===== config.mk =====
export PLATFORM = sky130hd
export DESIGN_NAME = light_level_driver
export DESIGN_NICKNAME = d
export VERILOG_FILES = /design/src/rtl/light_pkg.sv /design/src/rtl/light_step_timer.sv /design/src/rtl/light_level_driver.sv
export SDC_FILE = /design/constraint.sdc
export NUM_CORES = 1
export LEC_CHECK = 0
export CAP_MARGIN = 10
export CORE_MARGIN = 3
export CORE_UTILIZATION = 54
export DETAILED_ROUTE_END_ITERATION = 16
export GPL_ROUTABILITY_DRIVEN = 1
export GPL_TIMING_DRIVEN = 0
export PLACE_DENSITY_LB_ADDON = 0.2
export SYNTH_ARGS = -nofsm -noshare
export SYNTH_HDL_FRONTEND = slang
export SYNTH_SLANG_ARGS = --single-unit

===== constraint.sdc =====
create_clock -name clk -period 4.2 [get_ports clk]
set_clock_uncertainty 0.2 [all_clocks]
set_input_delay 0.84 -clock clk [delete_from_list [all_inputs] [get_ports clk]]
set_output_delay 0.84 -clock clk [all_outputs]
set_load 0.03 [all_outputs]

===== src/rtl/light_pkg.sv =====
`default_nettype none
// ============================================================================
//  Module      : light_pkg
//  Description : Shared types and constants for the light level driver and
//                the 4-level light FSM it commands.
//  Revision    : 1.0  initial release
// ============================================================================
package light_pkg;

    // Width of a light level (levels 0..3)
    localparam int LEVEL_W = 2;
    // Width of the shared step/gap timer
    localparam int TIMER_W = 4;

    typedef logic [LEVEL_W-1:0] level_t;

    // Level encodings shared with the light FSM
    localparam level_t L0 = 2'd0;
    localparam level_t L1 = 2'd1;
    localparam level_t L2 = 2'd2;
    localparam level_t L3 = 2'd3;

    // One-hot driver states
    typedef enum logic [4:0] {
        ST_IDLE  = 5'b00001,
        ST_CHECK = 5'b00010,
        ST_PRESS = 5'b00100,
        ST_WAIT  = 5'b01000,
        ST_GAP   = 5'b10000
    } state_t;

endpackage : light_pkg
`default_nettype wire


===== src/rtl/light_step_timer.sv =====
`default_nettype none
// ============================================================================
//  Module      : light_step_timer
//  Description : 4-bit counter with synchronous clear and count enable.
//                Flags terminal count when the value equals a runtime limit.
//                Used for both the step-confirm timeout and the idle gap.
//  Revision    : 1.0  initial release
// ============================================================================
module light_step_timer
    import light_pkg::*;
(
    input  logic               clk,
    input  logic               reset_n,
    input  logic               clr,
    input  logic               en,
    input  logic [TIMER_W-1:0] limit,
    output logic               tc
);

    logic [TIMER_W-1:0] count_q;
    logic [TIMER_W-1:0] count_d;

    // Next count: clear has priority over enable
    always_comb begin
        count_d = count_q;
        if (clr) begin
            count_d = '0;
        end else if (en) begin
            count_d = count_q + 1'b1;
        end
    end

    // Count register
    always_ff @(posedge clk or negedge reset_n) begin
        if (!reset_n) begin
            count_q <= '0;
        end else begin
            count_q <= count_d;
        end
    end

    assign tc = (count_q == limit);

endmodule : light_step_timer
`default_nettype wire


===== src/rtl/light_level_driver.sv =====
`default_nettype none
// ============================================================================
//  Module      : light_level_driver
//  Description : Command-side initiator for the 4-level light FSM. Accepts a
//                target level, pulses btn_up/btn_down one level at a time,
//                confirms each step on the light input, and reports done on
//                success or err when a step is not observed in time.
//  Revision    : 1.0  initial release
// ============================================================================
module light_level_driver
    import light_pkg::*;
#(
    parameter int unsigned TIMEOUT = 4,  // WAIT cycles before err (1..15)
    parameter int unsigned GAP     = 1   // idle cycles after a step (0..15)
) (
    input  logic               clk,
    input  logic               reset_n,
    input  logic               cmd_valid,
    input  logic [LEVEL_W-1:0] cmd_level,
    output logic               cmd_ready,
    input  logic [LEVEL_W-1:0] light,
    output logic               btn_up,
    output logic               btn_down,
    output logic               busy,
    output logic               done,
    output logic               err
);

    // Timer limits: terminal count is reached on the last cycle of a phase
    localparam logic [TIMER_W-1:0] c_wait_lim = TIMER_W'(TIMEOUT - 1);
    localparam logic [TIMER_W-1:0] c_gap_lim  = (GAP == 0) ? '0 : TIMER_W'(GAP - 1);

    state_t             state_q,    state_d;
    logic               btn_up_q,   btn_up_d;
    logic               btn_down_q, btn_down_d;
    logic               done_q,     done_d;
    logic               err_q,      err_d;
    level_t             target_q,   target_d;
    level_t             expected_q, expected_d;

    logic               tmr_clr;
    logic               tmr_en;
    logic [TIMER_W-1:0] tmr_limit;
    logic               tmr_tc;

    light_step_timer u_timer (
        .clk     (clk),
        .reset_n (reset_n),
        .clr     (tmr_clr),
        .en      (tmr_en),
        .limit   (tmr_limit),
        .tc      (tmr_tc)
    );

    // Next-state and registered-output logic; pulses default low every cycle
    always_comb begin
        state_d    = state_q;
        btn_up_d   = 1'b0;
        btn_down_d = 1'b0;
        done_d     = 1'b0;
        err_d      = 1'b0;
        target_d   = target_q;
        expected_d = expected_q;
        tmr_clr    = 1'b0;
        tmr_en     = 1'b0;
        tmr_limit  = c_gap_lim;

        case (state_q)
            ST_IDLE: begin
                if (cmd_valid) begin
                    target_d = cmd_level;
                    state_d  = ST_CHECK;
                end
            end

            ST_CHECK: begin
                if (light == target_q) begin
                    done_d  = 1'b1;
                    state_d = ST_IDLE;
                end else if (light < target_q) begin
                    // light < 3 here, so the increment cannot wrap
                    btn_up_d   = 1'b1;
                    expected_d = light + 1'b1;
                    state_d    = ST_PRESS;
                end else begin
                    // light > 0 here, so the decrement cannot wrap
                    btn_down_d = 1'b1;
                    expected_d = light - 1'b1;
                    state_d    = ST_PRESS;
                end
            end

            ST_PRESS: begin
                // Button drops after exactly one cycle; start the timeout
                tmr_clr = 1'b1;
                state_d = ST_WAIT;
            end

            ST_WAIT: begin
                tmr_limit = c_wait_lim;
                if (light == expected_q) begin
                    tmr_clr = 1'b1;
                    state_d = (GAP == 0) ? ST_CHECK : ST_GAP;
                end else if (tmr_tc) begin
                    err_d   = 1'b1;
                    state_d = ST_IDLE;
                end else begin
                    tmr_en = 1'b1;
                end
            end

            ST_GAP: begin
                if (tmr_tc) begin
                    state_d = ST_CHECK;
                end else begin
                    tmr_en = 1'b1;
                end
            end

            default: begin
                state_d = ST_IDLE;
            end
        endcase
    end

    // State and output registers; reset abandons any command in flight
    always_ff @(posedge clk or negedge reset_n) begin
        if (!reset_n) begin
            state_q    <= ST_IDLE;
            btn_up_q   <= 1'b0;
            btn_down_q <= 1'b0;
            done_q     <= 1'b0;
            err_q      <= 1'b0;
            target_q   <= L0;
            expected_q <= L0;
        end else begin
            state_q    <= state_d;
            btn_up_q   <= btn_up_d;
            btn_down_q <= btn_down_d;
            done_q     <= done_d;
            err_q      <= err_d;
            target_q   <= target_d;
            expected_q <= expected_d;
        end
    end

    assign cmd_ready = (state_q == ST_IDLE);
    assign busy      = (state_q != ST_IDLE);
    assign btn_up    = btn_up_q;
    assign btn_down  = btn_down_q;
    assign done      = done_q;
    assign err       = err_q;

endmodule : light_level_driver
`default_nettype wire


==> results of run 1 <==
[worst min-delay path: cells and delay by family, from the launching register on]
family | cells | cell delay [ns]
flops | 1 | 0.37
compound gates | 1 | 0.06
simple gates | 1 | 0.05
[cell families (layout without fill, tap and decap cells)]
kind of cell | count (synthesis) | count (layout) | synth area share (%)
and+or+nand+nor | 35 | 35 | 19.8
AOI/OAI and AO/OA | 17 | 17 | 14.4
DFF | 17 | 17 | 48.6
xor gates and xnor gates | 6 | 6 | 5.98
buffers and inverters | 5 | 21 | 2.14
muxes | 4 | 4 | 4.84
adders and majority gates | 3 | 3 | 4.27
[through the flow]
| stage | instances | power [W] | util, % | setup WS (ns) | hold slack [ns] |
|---|---|---|---|---|---|
| floorplan | 87 | 0.000421 | - | 1.64 | 0.270 |
| global placement | 114 | 0.000492 | 71.9 | 1.44 | 0.285 |
| detailed placement | 114 | 0.000499 | 71.9 | 1.42 | 0.296 |
| CTS | 118 | 0.000585 | 73.7 | 1.09 | 0.318 |
| global route | 118 | 0.000624 | 73.7 | 0.926 | 0.335 |
| finish | 118 | 0.000581 | 73.7 | 1.10 | 0.316 |
[cell type report]
| class | instances | area share [%] |
|---|---|---|
| timing repair buffer | 12 | 11.5 |
| clock buffer | 4 | 2.52 |
| inverter | 5 | 1.80 |
| multi-input combinational | 65 | 41.5 |
| sequential | 17 | 40.9 |
| tap | 15 | 1.80 |
[sequential cells by signal, summed over array words and instances (netlist names)]
register / count
done: 1
target_q: 2
err: 1
expected_q: 2
btn_up: 1
u_timer.count_q: 4
state_q: 5
btn_down: 1
[routing by layer]
metal	part of all wire, %	up-vias	global-route usage, %
met5	0	-	0
met4	1.2	0	5.68
met3	6.2	4	7.42
met2	44	19	27.7
met1	48	301	21.0
li1	-	335	-
[power by group through the flow]
stage / Sequential [W] / Clock (W) / Combinational, W
global route: 0.000238 / 0.0000948 / 0.000291
detailed placement: 0.000236 / 0 / 0.000264
global placement: 0.000233 / 0 / 0.000259
CTS: 0.000232 / 0.0000865 / 0.000266
floorplan: 0.000236 / 0 / 0.000185
finish: 0.000233 / 0.0000822 / 0.000265
[cell usage in the layout (no fill, tap or decap), drive strengths merged, types with 3 or more instances in the layout]
cell,count
clkbuf,4
inv,5
ha,3
dfrtp,16
nor2,12
a21oi,3
o21ai,6
clkdlybuf4s50,12
nor2b,3
xnor2,5
nand2,7
[final timing paths]
path,slack [ns],end,startpoint,depth (start not counted)
max reg2reg,2.19,u_timer.count_q[1]$_DFFE_PN0P_,state_q[4]$_DFFE_PN0P_,5
max in group asynchronous,2.57,target_q[1]$_DFFE_PN0P_,reset_n,1
max,1.10,cmd_ready,state_q[2]$_DFFE_PN0P_,4
min,0.32,expected_q[0]$_DFFE_PN0P_,expected_q[0]$_DFFE_PN0P_,2
min reg2reg,0.32,expected_q[0]$_DFFE_PN0P_,expected_q[0]$_DFFE_PN0P_,2
min in group asynchronous,0.78,btn_down$_DFF_PN0_,reset_n,1
==> reports/qor.yml, run 1 <==
synthCells: 87
fp.dieH_um: 46.3
post-route-period-util_pct: 73.9
critical_path.most_common_cell: "nor2_1"
power.share.clock_pct: 14.2
critical_path_arrival_ns: 2.06
wl_um: 1530
regArea_um2: 427
power_frac_seq_pct: 40.1
syn_nets: 97
netlist_area_um2: 878
port_buffers: 12
drcViolationCount: 0
worstHoldPathType: "flip-flop to flip-flop"
switching_share_pct: 39.3
ys_top_cells_by_area: "dfrtp_1 (46%), nor2_1 (5.1%), xnor2_1 (5.0%)"
p_comb_share_pct: 45.7
ctsResizeCount: 0
p_leak_nw: 0.467
first_pass_iters: 5
placed_cell_area_um2: 1020
syn2layout_area_growth_pct: 18.8
cts-root-buf: "clkbuf_4"
ant_nets: 0
slowest_delay_ns: 0.70
dp_hpwl_um: 1160
cts_setup_buffers: 0
synth-warning-count: 0
grt_max_degree: 18
netSwitchingPower_w: 0.000228
min_period_ns: 3.10
yosysSeqAreaShare_pct: 48.6
antennaDiodeCount: 0
tritoncts: "done"
cts_buffer_depth: 2
crit_required_ns: 3.16
finalInstanceArea_um2: 1040
status: "completed"
die_w_um: 46.3
crit_buf_inv: 1
multi_input_area_um2: 433
clk_pin_slew_ns: 0.09
cp_slowest_cell: "clkdlybuf4s50_1"
avgViaCountPerCell: 5.58
route.vias.total: 659
critPathTopFamily: "buffers and inverters"
fin_setup_tns_ns: 0
holdBufCountCts: 0
drv_slew: 0
first_iter_violations: 16
grt-ovfl-total: 0
path_cells: "nor2_1 -> nand3b_1 -> nor2_1 -> clkdlybuf4s50_1"
synth.top_cell.area_share_pct: 45.6
synth.most_common_cell: "dfrtp_1"
slew_headroom_pct: 52.1
cp_max_fo: 5
num_rows: 13
crit_type: "flip-flop to output pin"
ys_types: 30
worstSkewPairLatency_ns: 0.28
rsz0062_at_grt: "false"
synth-main-ff-cell: "dfrtp_1"
synth_area_leader_cell: "dfrtp_1"
async_reset_ff_share_pct: 100
max_cap_violations: 0
cts_max_level: 1
grt_pass1_vias: 631
antenna_found_initial: 0
grtUsageTotal_pct: 17.4
io_pins: 13
avgSynthCellArea_um2: 10.1
core_um2: 1420
gp_congestion: 0.817
start_util_pct: 62.1
ys_top_cells_by_count: "dfrtp_1 (16), nor2_1 (12), nand2_1 (7)"
synth-seq-cells: 17
wl_per_cell_um: 13.0
intPower_w: 0.000353
hold_viol: 0
grt_pass1_wl_um: 2570
clock_sinks: 17
power_density_nw_per_um2: 556
critPathLaunchType: "flip-flop"
max_freq_ghz: 0.322
ir_drop_mv: 0.423
crit_path_end_kind: "output pin"
die_area_um2: 2150
setup_viol: 0
numCtsBuffers: 3
fillers: 108
tightest_slew_ns: 0.716
fin_nets: 114
drive_gt1_share_pct: 9.71
synth-edff-count: 0
No activity file was read; power rests on OpenSTA's default activity.
==> run 2: changes to the inputs <==
CORE_UTILIZATION = 51   (was 54)
clock period = 3.08 ns   (was 4.2 ns; I/O delays follow)
==> reports/qor.yml, run 2 (same netlist as run 1, synthesis figures left out) <==
status: "completed"
hold_start: "expected_q[0]$_DFFE_PN0P_"
cts-root-buf: "clkbuf_4"
path_cells: "nor2_1 -> nand3b_1 -> nor2_1 -> clkdlybuf4s50_1"
reg2reg_to: "u_timer.count_q[1]$_DFFE_PN0P_"
crit_type: "flip-flop to output pin"
port_buffers: 12  # unchanged
grtUsageTotal_pct: 17.5  # +0.067 points
fillers: 126  # +17%
gp_congestion: 0.796  # -2.6%
worstHoldPathType: "flip-flop to flip-flop"
clk_pin_slew_ns: 0.10  # about the same
antennaDiodeCount: 0  # unchanged
io_pins: 13  # unchanged
drv_slew: 0  # unchanged
hold_end: "expected_q[0]$_DFFE_PN0P_"
rsz0062_at_grt: "false"
first_pass_iters: 4  # -1
start_util_pct: 56.3  # -5.7 points
reg2reg_from: "state_q[4]$_DFFE_PN0P_"
reg.largest.list: "state_q: 5 flops, u_timer.count_q: 4 flops"
fin_setup_tns_ns: 0  # unchanged
wl_um: 1650  # +7.6%
crit_path_end_kind: "output pin"
layout_commonest_cell: "dfrtp_1"
fin_nets: 114  # unchanged
avgViaCountPerCell: 5.72  # +2.5%
die_area_um2: 2260  # +5.1%
ctsResizeCount: 0  # unchanged
holdWs_ns: 0.308  # -0.00831 ns
grt_max_degree: 18  # unchanged
multi_input_area_um2: 433  # unchanged
largest_register: "state_q"
tightest_slew_ns: 0.739  # +0.0228 ns
whs_path_depth: 2  # unchanged
clock_sinks: 17  # unchanged
final_core_util_pct: 67.0  # -6.7 points
syn2layout_area_growth_pct: 18.9
largest_reg_flops: 5  # unchanged
antenna_found_initial: 0  # unchanged
grt-ovfl-total: 0  # unchanged
rrSetupSlack_ns: 1.06  # -1.13 ns
first_iter_violations: 16  # unchanged
grt_pass1_vias: 650  # +3.0%
drive_gt1_share_pct: 9.71  # unchanged
numCtsBuffers: 3  # unchanged
grt_pass1_wl_um: 2710  # +5.4%
mostFrequentLayoutCells: "dfrtp_1 (16), nor2_1 (12), clkdlybuf4s50_1 (12)"
route.vias.total: 681  # +3.3%
cts_setup_buffers: 0  # unchanged
max_freq_ghz: 0.344
cp_slowest_cell: "clkdlybuf4s50_1"
crit_required_ns: 2.26  # -0.90 ns
critPathTopFamily: "buffers and inverters"
power_density_nw_per_um2: 771  # +39%
critical_path_arrival_ns: 2.09  # +0.03 ns
cts_buffer_depth: 2  # unchanged
num_rows: 14  # +1
ant_nets: 0  # unchanged
min_period_ns: 2.91
core_um2: 1560  # +10%
drcViolationCount: 0  # unchanged
worstSkewPairLatency_ns: 0.30  # +0.02 ns
wl_per_cell_um: 13.9  # +6.7%
critical_path.most_common_cell: "nor2_1"
ir_drop_mv: 0.500  # +18%
crit_buf_inv: 1  # unchanged
regArea_um2: 427  # unchanged
p_leak_nw: 0.467  # unchanged
slew_headroom_pct: 50.6  # -1.5 points
tritoncts: "done"
holdBufCountCts: 0  # unchanged
slowest_delay_ns: 0.70  # about the same
max_cap_violations: 0  # unchanged
dp_hpwl_um: 1220  # +5.1%
rr_worst_depth: 5  # unchanged
post-route-period-util_pct: 94.3
fp.dieH_um: 47.5  # +2.5%
setup_viol: 0  # unchanged
cts_max_level: 1  # unchanged
critPathLaunchType: "flip-flop"
hold_viol: 0  # unchanged
cp_max_fo: 5  # unchanged
die_w_um: 47.5  # +2.5%
==> run 2: cell counts in the layout (fill, tap and decap cells not counted) <==
Identical to the previous run, type by type.
==> run 2: report_power, final <==
| part | internal (W) | total (W) | switching [W] |
|---|---|---|---|
| Clock | 0.0000506 | 0.000124 | 0.0000731 |
| Combinational | 0.000154 | 0.000368 | 0.000214 |
| Sequential | 0.000277 | 0.000314 | 0.0000376 |
| Total | 0.000482 | 0.000806 | 0.000324 |
==> run 2: cell type report <==
| class | count | share of cell area, % |
|---|---|---|
| Tap cell | 16 | 1.92 |
| Inverter | 5 | 1.80 |
| Sequential cell | 17 | 40.8 |
| Clock buffer | 4 | 2.51 |
| Timing Repair Buffer | 12 | 11.5 |
| Multi-Input combinational cell | 65 | 41.4 |
==> run 2: worst max-delay path by stage <==
stage / startpoint / endpoint / depth (start not counted)
2_1_floorplan: state_q[2]$_DFFE_PN0P_ / busy / 4
3_3_place_gp: light[0] / u_timer.count_q[1]$_DFFE_PN0P_ / 6
4_1_cts: state_q[2]$_DFFE_PN0P_ / cmd_ready / 4
6_report: state_q[2]$_DFFE_PN0P_ / cmd_ready / 4
5_1_grt: state_q[2]$_DFFE_PN0P_ / cmd_ready / 4
3_5_place_dp: light[0] / u_timer.count_q[1]$_DFFE_PN0P_ / 6
==> run 2: metal layers <==
metal / global-route usage (%) / vias up / share of wire, %
li1: - / 332 / -
met1: 20.7 / 325 / 45
met2: 28.9 / 19 / 46
met3: 4.14 / 5 / 5.3
met4: 9.94 / 0 / 2.7
met5: 0 / - / 0
==> run 2: worst register-to-register path, delay by kind of cell (launching register included) <==
family | cells | cell delay, ns
muxes | 1 | 0.18
AOI/OAI and AO/OA | 2 | 0.57
DFF | 1 | 0.46
and+or+nand+nor | 2 | 0.50
==> run 2: metrics by stage <==
step                cell area, um^2  std cells  setup WS [ns]  power (W)
floorplan                       878         87          0.745   0.000574
global placement               1020        115          0.537   0.000671
detailed placement             1020        115          0.502   0.000683
CTS                            1040        119          0.180   0.000807
global route                   1040        119         0.0858   0.000854
finish                         1040        119          0.174   0.000806
